==> src/rtl/fifo_ctrl.sv <==
// FIFO pointer, occupancy and status controller for an external
// dual-port memory with registered read data.
module fifo_ctrl #(
    parameter  int DEPTH    = 8,
    parameter  int AF_LEVEL = 6,
    parameter  int AE_LEVEL = 2,
    localparam int AW       = $clog2(DEPTH),
    localparam int CW       = AW + 1
) (
    input  logic          clk,
    input  logic          rst_n,
    input  logic          wr_en_i,
    input  logic          rd_en_i,
    input  logic          flush_i,
    output logic          mem_we_o,
    output logic [AW-1:0] mem_wr_addr_o,
    output logic          mem_re_o,
    output logic [AW-1:0] mem_rd_addr_o,
    output logic          rd_valid_o,
    output logic          full_o,
    output logic          empty_o,
    output logic          almost_full_o,
    output logic          almost_empty_o,
    output logic [CW-1:0] count_o,
    output logic          overflow_o,
    output logic          underflow_o
);

    logic [AW-1:0] wr_ptr;
    logic [AW-1:0] rd_ptr;
    logic [CW-1:0] count;
    logic          rd_valid;
    logic          overflow;
    logic          underflow;
    logic          wr_acc;
    logic          rd_acc;

    assign full_o         = (count == CW'(DEPTH));
    assign empty_o        = (count == '0);
    assign almost_full_o  = (count >= CW'(AF_LEVEL));
    assign almost_empty_o = (count <= CW'(AE_LEVEL));

    // Gated by rst_n so the memory is never written while reset is held.
    assign wr_acc = rst_n & wr_en_i & ~full_o & ~flush_i;
    assign rd_acc = rst_n & rd_en_i & ~empty_o & ~flush_i;

    assign mem_we_o      = wr_acc;
    assign mem_re_o      = rd_acc;
    assign mem_wr_addr_o = wr_ptr;
    assign mem_rd_addr_o = rd_ptr;
    assign count_o       = count;
    assign rd_valid_o    = rd_valid;
    assign overflow_o    = overflow;
    assign underflow_o   = underflow;

    always_ff @(posedge clk or negedge rst_n) begin
        if (!rst_n) begin
            wr_ptr    <= '0;
            rd_ptr    <= '0;
            count     <= '0;
            rd_valid  <= 1'b0;
            overflow  <= 1'b0;
            underflow <= 1'b0;
        end else if (flush_i) begin
            wr_ptr    <= '0;
            rd_ptr    <= '0;
            count     <= '0;
            rd_valid  <= 1'b0;
            overflow  <= 1'b0;
            underflow <= 1'b0;
        end else begin
            if (wr_acc) wr_ptr <= wr_ptr + 1'b1;
            if (rd_acc) rd_ptr <= rd_ptr + 1'b1;
            if (wr_acc && !rd_acc)
                count <= count + 1'b1;
            else if (rd_acc && !wr_acc)
                count <= count - 1'b1;
            rd_valid  <= rd_acc;
            overflow  <= overflow | (wr_en_i & full_o);
            underflow <= underflow | (rd_en_i & empty_o);
        end
    end

endmodule

==> config.mk <==
export PLATFORM = sky130hd
export DESIGN_NAME = fifo_ctrl
export DESIGN_NICKNAME = d
export VERILOG_FILES = /design/src/rtl/fifo_ctrl.sv
export SDC_FILE = /design/constraint.sdc
export NUM_CORES = 1
export LEC_CHECK = 0
export ABC_CLOCK_PERIOD_IN_PS = 3680
export CAP_MARGIN = 20
export CORE_UTILIZATION = 37
export CTS_CLUSTER_SIZE = 24
export DETAILED_ROUTE_END_ITERATION = 10
export GPL_ROUTABILITY_DRIVEN = 0
export GPL_TIMING_DRIVEN = 1
export PLACE_DENSITY = 0.75
export RECOVER_POWER = 100
export SLEW_MARGIN = 20
export SYNTH_ARGS = -nofsm -noshare
export SYNTH_HDL_FRONTEND = slang
export SYNTH_SLANG_ARGS = --single-unit
export TNS_END_PERCENT = 20
==> constraint.sdc <==
create_clock -name clk -period 3.68 [get_ports clk]
set_input_delay 0.368 -clock clk [delete_from_list [all_inputs] [get_ports clk]]
set_output_delay 0.368 -clock clk [all_outputs]
set_load 0.02 [all_outputs]
==> results.cfg, run 1 <==
[logic_synthesis]
yosysWarnings = 0
yosys.area.top_type = dfrtp_1
synth_area_sq_um = 792
yosysTopAreaCellShare = 0.411
yosysUniqueCellTypes = 30
syn_nets = 83
synth_top_family_by_area = simple AND/OR/NAND/NOR gates
synth-seq-area-share = 0.411
synth_fa_ha_area_frac = 0.0885
synth_xor_xnor_area_share = 0.0553
synth_mux_area_frac = 0.0379
netlist_instances = 73
yosys.area_share.simple = 0.205
avgSynthCellArea_sq_um = 10.8
synth_seq_cells = 13
synth_compound_gate_area_share = 0.169
synth_area_leaders = dfrtp_1 41%, ha_1 6.3%, nor2_1 5.2%

[timing]
hold_viol = 0
whs_ns = 0.390
fin_setup_tns_ns = 0
fmax_mhz = 334
finalMaxSlewViolations = 0
slew-limit-headroom = 0.379
rsz0062_at_grt = no
fin_crit_sh = 0.814
min_period_ns = 2.99
setup_viol_count_final = 0
finClkSkew_ns = 0.00481
timing.final.ws_setup_ns = 0.686
worst_pin_slew_ns = 0.926

[cts]
clk_pin_slew_worst_paths_ns = 0.09
cts_buffers = 3
cts.sinks = 13
clockBufferDepth = 2
post_cts_resized = 0
htree_levels = 1
cts_hold_buf = 0
post_cts_buffers = 0
root_buffer = clkbuf_4
cts_tree = done
clk_latency_ns = 0.29

[global_routing]
grt_pass1_vias = 606
grt_pass1_wl_um = 2730
grt_overflow_total = 0
antenna_found_initial = 0
grt_util_all_layers = 0.174
grt_max_degree = 19

[routing]
num_vias = 670
dr.pass1.iters = 4
wire_per_inst_um = 13.2
first_iter_violations = 15
antenna_left = 0
wl_um = 1680
viasPerCell = 5.28
remaining_drc_errors = 0

[worst_setup_path]
arrival_ns = 3.17
cp_slowest_cell = nor4_4
cp-end-kind = register
path_class = register to register
slowest_delay_ns = 0.50
critPathMaxFanout = 8
crit_required_ns = 3.86
path_cells = nor4_4 > nor2_1 > nor3_1 > inv_1 > ha_1 > a21o_2 > a2111oi_0 > mux2i_1 > o311ai_0
timing.critical_path.from_type = register

[placed_design]
pre_cts_slack_ns = 0.520
dp_hpwl_um = 1220
io_buffers = 23

[cells_and_area]
antenna_cells = 0
syn2layout_area_growth_pct = 34.0
fin_util = 0.535
final_layout_size_suffix_gt1_frac = 0.0900
fill_cells = 182
nets = 111

[power]
p_leak_nw = 0.503
irDropWorstVdd_mv = 0.273
p_per_area_nw_per_um2 = 558

[floorplan]
rows = 16
core_area_sq_um = 1980
fp.dieW_um = 48.3
io_pins = 24
die_area_sq_um = 2330
start_util = 0.400
die_height_um = 48.3

[flow_run]
maxCapViolCount = 0

[hold_path]
hold_class = input pin to async pin

[run_status]
status = finished clean
==> cells by family after synthesis <==
| kind of cell | count (synthesis) |
|---|---|
| compound gates | 15 |
| xor+xnor | 5 |
| fa+ha+maj | 5 |
| buf+inv | 7 |
| flops | 13 |
| mux | 3 |
| simple gates | 25 |
==> path summary, 6_finish.rpt <==
kind                                         from                            to  slack, ns  cells past startpoint
setup / recovery           count_o[0]$_DFFE_PN0P_        count_o[3]$_DFFE_PN0P_       0.69                      9
hold / removal                              rst_n  mem_rd_addr_o[2]$_DFFE_PN0P_       0.39                      1
setup reg to reg           count_o[0]$_DFFE_PN0P_        count_o[3]$_DFFE_PN0P_       0.69                      9
hold reg to reg              overflow_o$_DFF_PN0_          overflow_o$_DFF_PN0_       0.51                      2
max in group asynchronous                   rst_n  mem_rd_addr_o[1]$_DFFE_PN0P_       2.47                      2
min in group clk             overflow_o$_DFF_PN0_          overflow_o$_DFF_PN0_       0.51                      2
==> where the power goes <==
part | switching, mW | total [mW] | internal (mW)
Sequential | 0.0370 | 0.202 | 0.165
Combinational | 0.163 | 0.297 | 0.134
Clock | 0.0529 | 0.0933 | 0.0405
==> flip-flops by register name (all words and copies together), names as in the netlist <==
| name | flops |
|---|---|
| underflow_o | 1 |
| count_o | 4 |
| mem_wr_addr_o | 3 |
| overflow_o | 1 |
| mem_rd_addr_o | 3 |
| rd_valid_o | 1 |
==> layout make-up <==
class                      instances  area, sq um  area share
clock buffer                       3         22.5      0.0212
clock inverter                     1         5.00     0.00472
inverter                           5         18.8      0.0177
sequential                        13          325       0.307
multi-input combinational         53          414       0.390
tap                               27         33.8      0.0318
timing repair buffer              25          241       0.228
==> critical path, delay by kind of cell, from the launching register on <==
family	cells	cell delay, ns
AO/OA/AOI/OAI	3	0.78
adder cells (fa/ha/maj)	1	0.29
buffers and inverters	1	0.12
flip-flops	1	0.48
multiplexers	1	0.14
AND/OR/NAND/NOR	3	1.08
==> through the flow <==
stage	area [sq um]	power, mW	instances
after floorplan	792	0.405	73
after global placement	1060	0.530	123
after detailed placement	1060	0.538	123
after CTS	1090	0.632	127
after global routing	1060	0.636	127
final	1060	0.592	127
==> placed cells by master, fill, tap and decap left out, types with 2 or more instances in the layout <==
cell and instances:
ha_1 4, nor2_1 11, dfrtp_1 13, dlygate4sd3_1 20, xor2_1 2, xnor2_1 3
inv_1 5, o21ai_0 2, clkbuf_4 3, nor3b_1 2, nor3_1 4, clkdlybuf4s50_1 3
a211oi_1 2, mux2i_1 3, or4b_1 2, a21oi_1 3
==> synth_stat cells <==
master / n
dfrtp_1: 13
nor2_1: 11
inv_1: 5
ha_1: 4
nor3_1: 4
a21oi_1: 3
mux2i_1: 3
xnor2_1: 3
a211oi_1: 2
clkbuf_1: 2
nor3b_2: 2
o21ai_0: 2
xor2_1: 2
a2111oi_0: 1
a21o_1: 1
a21o_2: 1
a311oi_4: 1
and4_1: 1
fa_1: 1
nand2_1: 1
nand2b_1: 1
nand3_1: 1
nor3b_1: 1
nor4_4: 1
o2111a_4: 1
o21ai_1: 1
o311ai_1: 1
o41ai_1: 1
or4b_1: 1
or4b_4: 1
==> metal layers <==
metal / vias up / GRT usage / wire length, um
met5: - / 0 / 0
met4: 0 / 0.0667 / 21
met3: 2 / 0.0407 / 89
met2: 18 / 0.275 / 823
met1: 330 / 0.230 / 746
li1: 320 / - / -
Note: power is estimated with default switching activity, not from simulation.
==> run 2, diff against run 1 <==
ABC_CLOCK_PERIOD_IN_PS = 2410   (was 3680)
PLACE_DENSITY = 0.78   (was 0.75)
clock period = 2.41 ns   (was 3.68 ns; I/O delays follow)
==> run 2 against run 1 <==
The run now ends with negative setup slack left. Critical path depth grew 1. Hold slack gained 0.052 ns. Via count rose by 4.3%. Clock skew hardly changed. Clock power rose by 45%. Combinational power rose by 120%. Fmax up 24%. Wire length grew 7.7%. Critical path type unchanged. Critical endpoint unchanged.
==> results.cfg, run 2 (same netlist as run 1, synthesis figures left out) <==
[run_status]
status = finished, violations left
failed_checks = negative setup slack

[worst_setup_path]
rr_startpoint = count_o[0]$_DFFE_PN0P_
path_cells = buf_6 > nor4_4 > nor2_2 > nor3_2 > inv_1 > ha_1 > a21o_2 > a21oi_1 > or4b_1 > o311ai_1
crit_required_ns = 2.58
cp-end-kind = register
slowest_delay_ns = 0.47
reg2reg_depth = 10
cp_slowest_cell = or4b_1
path_class = register to register
crit_buf_inv = 2
reg2reg_to = count_o[3]$_DFFE_PN0P_
arrival_ns = 2.58
timing.critical_path.from_type = register
r2r_setup_slack_ns = -0.0009
crit_family = simple AND/OR/NAND/NOR gates
startpoint = count_o[0]$_DFFE_PN0P_
critPathMaxFanout = 7

[hold_path]
hold_class = input pin to async pin

[placed_design]
io_buffers = 23
dp.cells = 134
dp_hpwl_um = 1390
pre_cts_slack_ns = 0.00751

[cells_and_area]
antenna_cells = 0
multi_input_area_sq_um = 467
nets = 123
fill_cells = 170
largest_reg_flops = 4
final_common_cell = clkdlybuf4s50_1
final_layout_size_suffix_gt1_frac = 0.241
syn2layout_area_growth_pct = 52.9
instances_no_fill = 139
fin_util = 0.611
layout.area.seq_sq_um = 328
final_cell_mix = 21 x clkdlybuf4s50_1, 11 x dfrtp_1, 10 x nor2_1, 10 x buf_4, 5 x inv_1

[timing]
timing.final.ws_setup_ns = -0.000922
hold_viol = 0
setup_viol_count_final = 1
finalMaxSlewViolations = 0
fin_crit_sh = 1.00
fmax_mhz = 415
rsz0062_at_grt = yes
worst_pin_slew_ns = 0.638
slew-limit-headroom = 0.575
finClkSkew_ns = 0.00447
min_period_ns = 2.41

[global_routing]
grt_overflow_total = 0
grt_pass1_wl_um = 2770
grt_max_degree = 18
grt_util_all_layers = 0.178
antenna_found_initial = 0
grt_pass1_vias = 595

[power]
irDropWorstVdd_mv = 0.654
p_leak_nw = 0.535
p_per_area_nw_per_um2 = 878

[cts]
cts_tree = done
clk_latency_ns = 0.27
cts_buffers = 3
clk_pin_slew_worst_paths_ns = 0.08
root_buffer = clkbuf_4
cts.sinks = 13
htree_levels = 1
clockBufferDepth = 2

[routing]
num_vias = 699
viasPerCell = 5.03
dr.pass1.iters = 2
antenna_left = 0
remaining_drc_errors = 0
wire_per_inst_um = 13.0
wl_um = 1810
first_iter_violations = 7

[floorplan]
fp.dieW_um = 48.3
die_area_sq_um = 2330
io_pins = 24
core_area_sq_um = 1980
die_height_um = 48.3
rows = 16
start_util = 0.400

[flow_run]
maxCapViolCount = 0
-- run 2: routing by layer --
layer,track usage,share of wire,vias up
met5,0,0,-
met4,0.0500,0.013,0
met3,0.0333,0.036,4
met2,0.301,0.53,18
met1,0.230,0.42,334
li1,-,-,343
-- run 2: worst max-delay path by stage --
stage / endpoint / slack, ns / depth (start not counted)
4_1_cts: count_o[3]$_DFFE_PN0P_ / 0.004 / 9
5_1_grt: count_o[3]$_DFFE_PN0P_ / -0.1 / 10
3_3_place_gp: count_o[3]$_DFFE_PN0P_ / 0.1 / 9
3_5_place_dp: count_o[3]$_DFFE_PN0P_ / 0.008 / 9
2_1_floorplan: count_o[3]$_DFFE_PN0P_ / -0.22 / 9
6_report: count_o[3]$_DFFE_PN0P_ / -0.0009 / 10
-- run 2: through the flow --
| step | cell area [sq um] | hold WS [ns] | TNS [ns] | total power, mW |
|---|---|---|---|---|
| floorplan | 808 | -0.0546 | -0.215 | 0.637 |
| global placement | 1160 | 0.478 | 0 | 0.891 |
| detailed placement | 1160 | 0.510 | 0 | 0.909 |
| CTS | 1190 | 0.327 | 0 | 1.05 |
| global route | 1210 | 0.479 | -0.0951 | 1.14 |
| finish | 1210 | 0.441 | -0.000922 | 1.06 |
-- run 2: what timing repair did --
action | 4_1_cts | 5_1_grt
hold buffers | 0 | 0
buffers inserted | 0 | 1
resized for setup | 0 | 4
endpoints found under the setup margin | 0 | 2
-- run 2: cell type report --
| class | count | share of cell area |
|---|---|---|
| timing repair buffer | 37 | 0.279 |
| inverter | 5 | 0.0155 |
| clock buffer | 4 | 0.0217 |
| sequential | 13 | 0.271 |
| tap | 27 | 0.0279 |
| multi-input combinational | 53 | 0.385 |
-- run 2: power breakdown --
part / internal, mW / leakage, nW / switching [mW]
Combinational: 0.315 / 0.346 / 0.324
Clock: 0.0642 / 0.0150 / 0.0704
Sequential: 0.255 / 0.174 / 0.0349
Total: 0.634 / 0.535 / 0.429
==> run 3, diff against run 2 <==
CORE_UTILIZATION = 30   (was 37)
PLACE_DENSITY = 0.67   (was 0.78)
==> run 3 against run 2 <==
The run now ends clean. Total power down 5.4%. Register-to-register slack better by 0.04 ns. Critical path depth down 6. First-iteration DRC count down 100%. Sequential power up 3%.
==> results.cfg, run 3 (same netlist as run 1, synthesis figures left out) <==
[timing]
slew-limit-headroom = 0.732
finClkSkew_ns = 0.00687
finalMaxSlewViolations = 0
setup_viol_count_final = 0
rsz0062_at_grt = yes
min_period_ns = 2.38
hold_viol = 0
fin_crit_sh = 0.987
worst_pin_slew_ns = 0.401
fmax_mhz = 421

[global_routing]
grt_overflow_total = 0
grt_max_degree = 18
grt_pass1_wl_um = 3090
grt_util_all_layers = 0.152
grt_pass1_vias = 690
antenna_found_initial = 0

[cts]
cts_hold_buf = 0
post_cts_buffers = 0
cts.sinks = 13
clk_latency_ns = 0.28
cts_tree = done
root_buffer = clkbuf_4
cts_buffers = 3
htree_levels = 1
clockBufferDepth = 2
post_cts_resized = 0
clk_pin_slew_worst_paths_ns = 0.09

[power]
irDropWorstVdd_mv = 0.415
p_per_area_nw_per_um2 = 856
p_leak_nw = 0.544

[routing]
wire_per_inst_um = 12.9
remaining_drc_errors = 0
wl_um = 1810
first_iter_violations = 0
dr.pass1.iters = 1
antenna_left = 0
num_vias = 687
viasPerCell = 4.91

[floorplan]
die_area_sq_um = 2850
io_pins = 24
die_height_um = 53.4
fp.dieW_um = 53.4
core_area_sq_um = 2480
rows = 18
start_util = 0.320

[worst_setup_path]
cp-end-kind = primary output
startpoint = count_o[1]$_DFFE_PN0P_
arrival_ns = 2.14
timing.critical_path.from_type = register
crit_family = buffers and inverters
crit_buf_inv = 3
r2r_setup_slack_ns = 0.04
slowest_delay_ns = 0.60
reg2reg_to = count_o[3]$_DFFE_PN0P_
reg2reg_depth = 9
rr_startpoint = count_o[1]$_DFFE_PN0P_
path_cells = or4b_4 > clkbuf_1 > inv_1 > clkdlybuf4s50_1
cp.depth = 4
critPathMaxFanout = 4
cp-endpoint = full_o
cp_slowest_cell = clkdlybuf4s50_1
crit_required_ns = 2.17
path_class = register to primary output

[cells_and_area]
multi_input_area_sq_um = 454
nets = 121
instances_no_fill = 140
final_layout_size_suffix_gt1_frac = 0.245
fill_cells = 247
syn2layout_area_growth_pct = 48.5
final_cell_mix = 14 x dlygate4sd3_1, 11 x dfrtp_1, 11 x buf_4
layout.area.seq_sq_um = 328
antenna_cells = 0
final_common_cell = dlygate4sd3_1
largest_reg_flops = 4
fin_util = 0.475

[placed_design]
dp.cells = 136
dp_hpwl_um = 1460
io_buffers = 23

[hold_path]
hold_class = input pin to async pin

[run_status]
status = finished clean

[flow_run]
maxCapViolCount = 0
run 3: power breakdown:
part	internal (mW)	switching, mW
logic	0.271	0.301
registers	0.254	0.0441
clock network	0.0615	0.0739
total	0.587	0.419
run 3: through the flow:
| stage | setup TNS [ns] | setup slack, ns | hold slack (ns) | instance area, sq um | total power, mW |
|---|---|---|---|---|---|
| after floorplan | -0.215 | -0.215 | -0.0546 | 808 | 0.637 |
| after global placement | 0 | 0.0995 | 0.479 | 1160 | 0.890 |
| after detailed placement | 0 | 0.0506 | 0.490 | 1160 | 0.905 |
| after CTS | 0 | 0.0207 | 0.368 | 1190 | 1.04 |
| after global routing | -0.160 | -0.121 | 0.390 | 1180 | 1.08 |
| final | 0 | 0.0319 | 0.371 | 1180 | 1.01 |
run 3: how the worst min path moves through the flow:
stage / cells after the start / to / slack (ns) / startpoint
6_report: 2 / rd_valid_o$_DFF_PN0_ / 0.37 / rst_n
3_5_place_dp: 2 / overflow_o$_DFF_PN0_ / 0.49 / overflow_o$_DFF_PN0_
4_1_cts: 2 / underflow_o$_DFF_PN0_ / 0.37 / rst_n
5_1_grt: 2 / count_o[2]$_DFFE_PN0P_ / 0.39 / rst_n
2_1_floorplan: 0 / count_o[0]$_DFFE_PN0P_ / -0.05 / rst_n
3_3_place_gp: 2 / underflow_o$_DFF_PN0_ / 0.48 / underflow_o$_DFF_PN0_
run 3: cell type report:
class	count	area share
clock buffers	3	0.0191
clock inverters	1	0.00426
inverters	5	0.0160
multi-input cells	53	0.386
flip-flops and latches	13	0.279
well taps	30	0.0319
repair buffers	35	0.264
run 3: metal layers:
layer | track usage | part of all wire
met5 | 0 | 0
met4 | 0.0658 | 0.0066
met3 | 0.0287 | 0.039
met2 | 0.248 | 0.51
met1 | 0.191 | 0.45
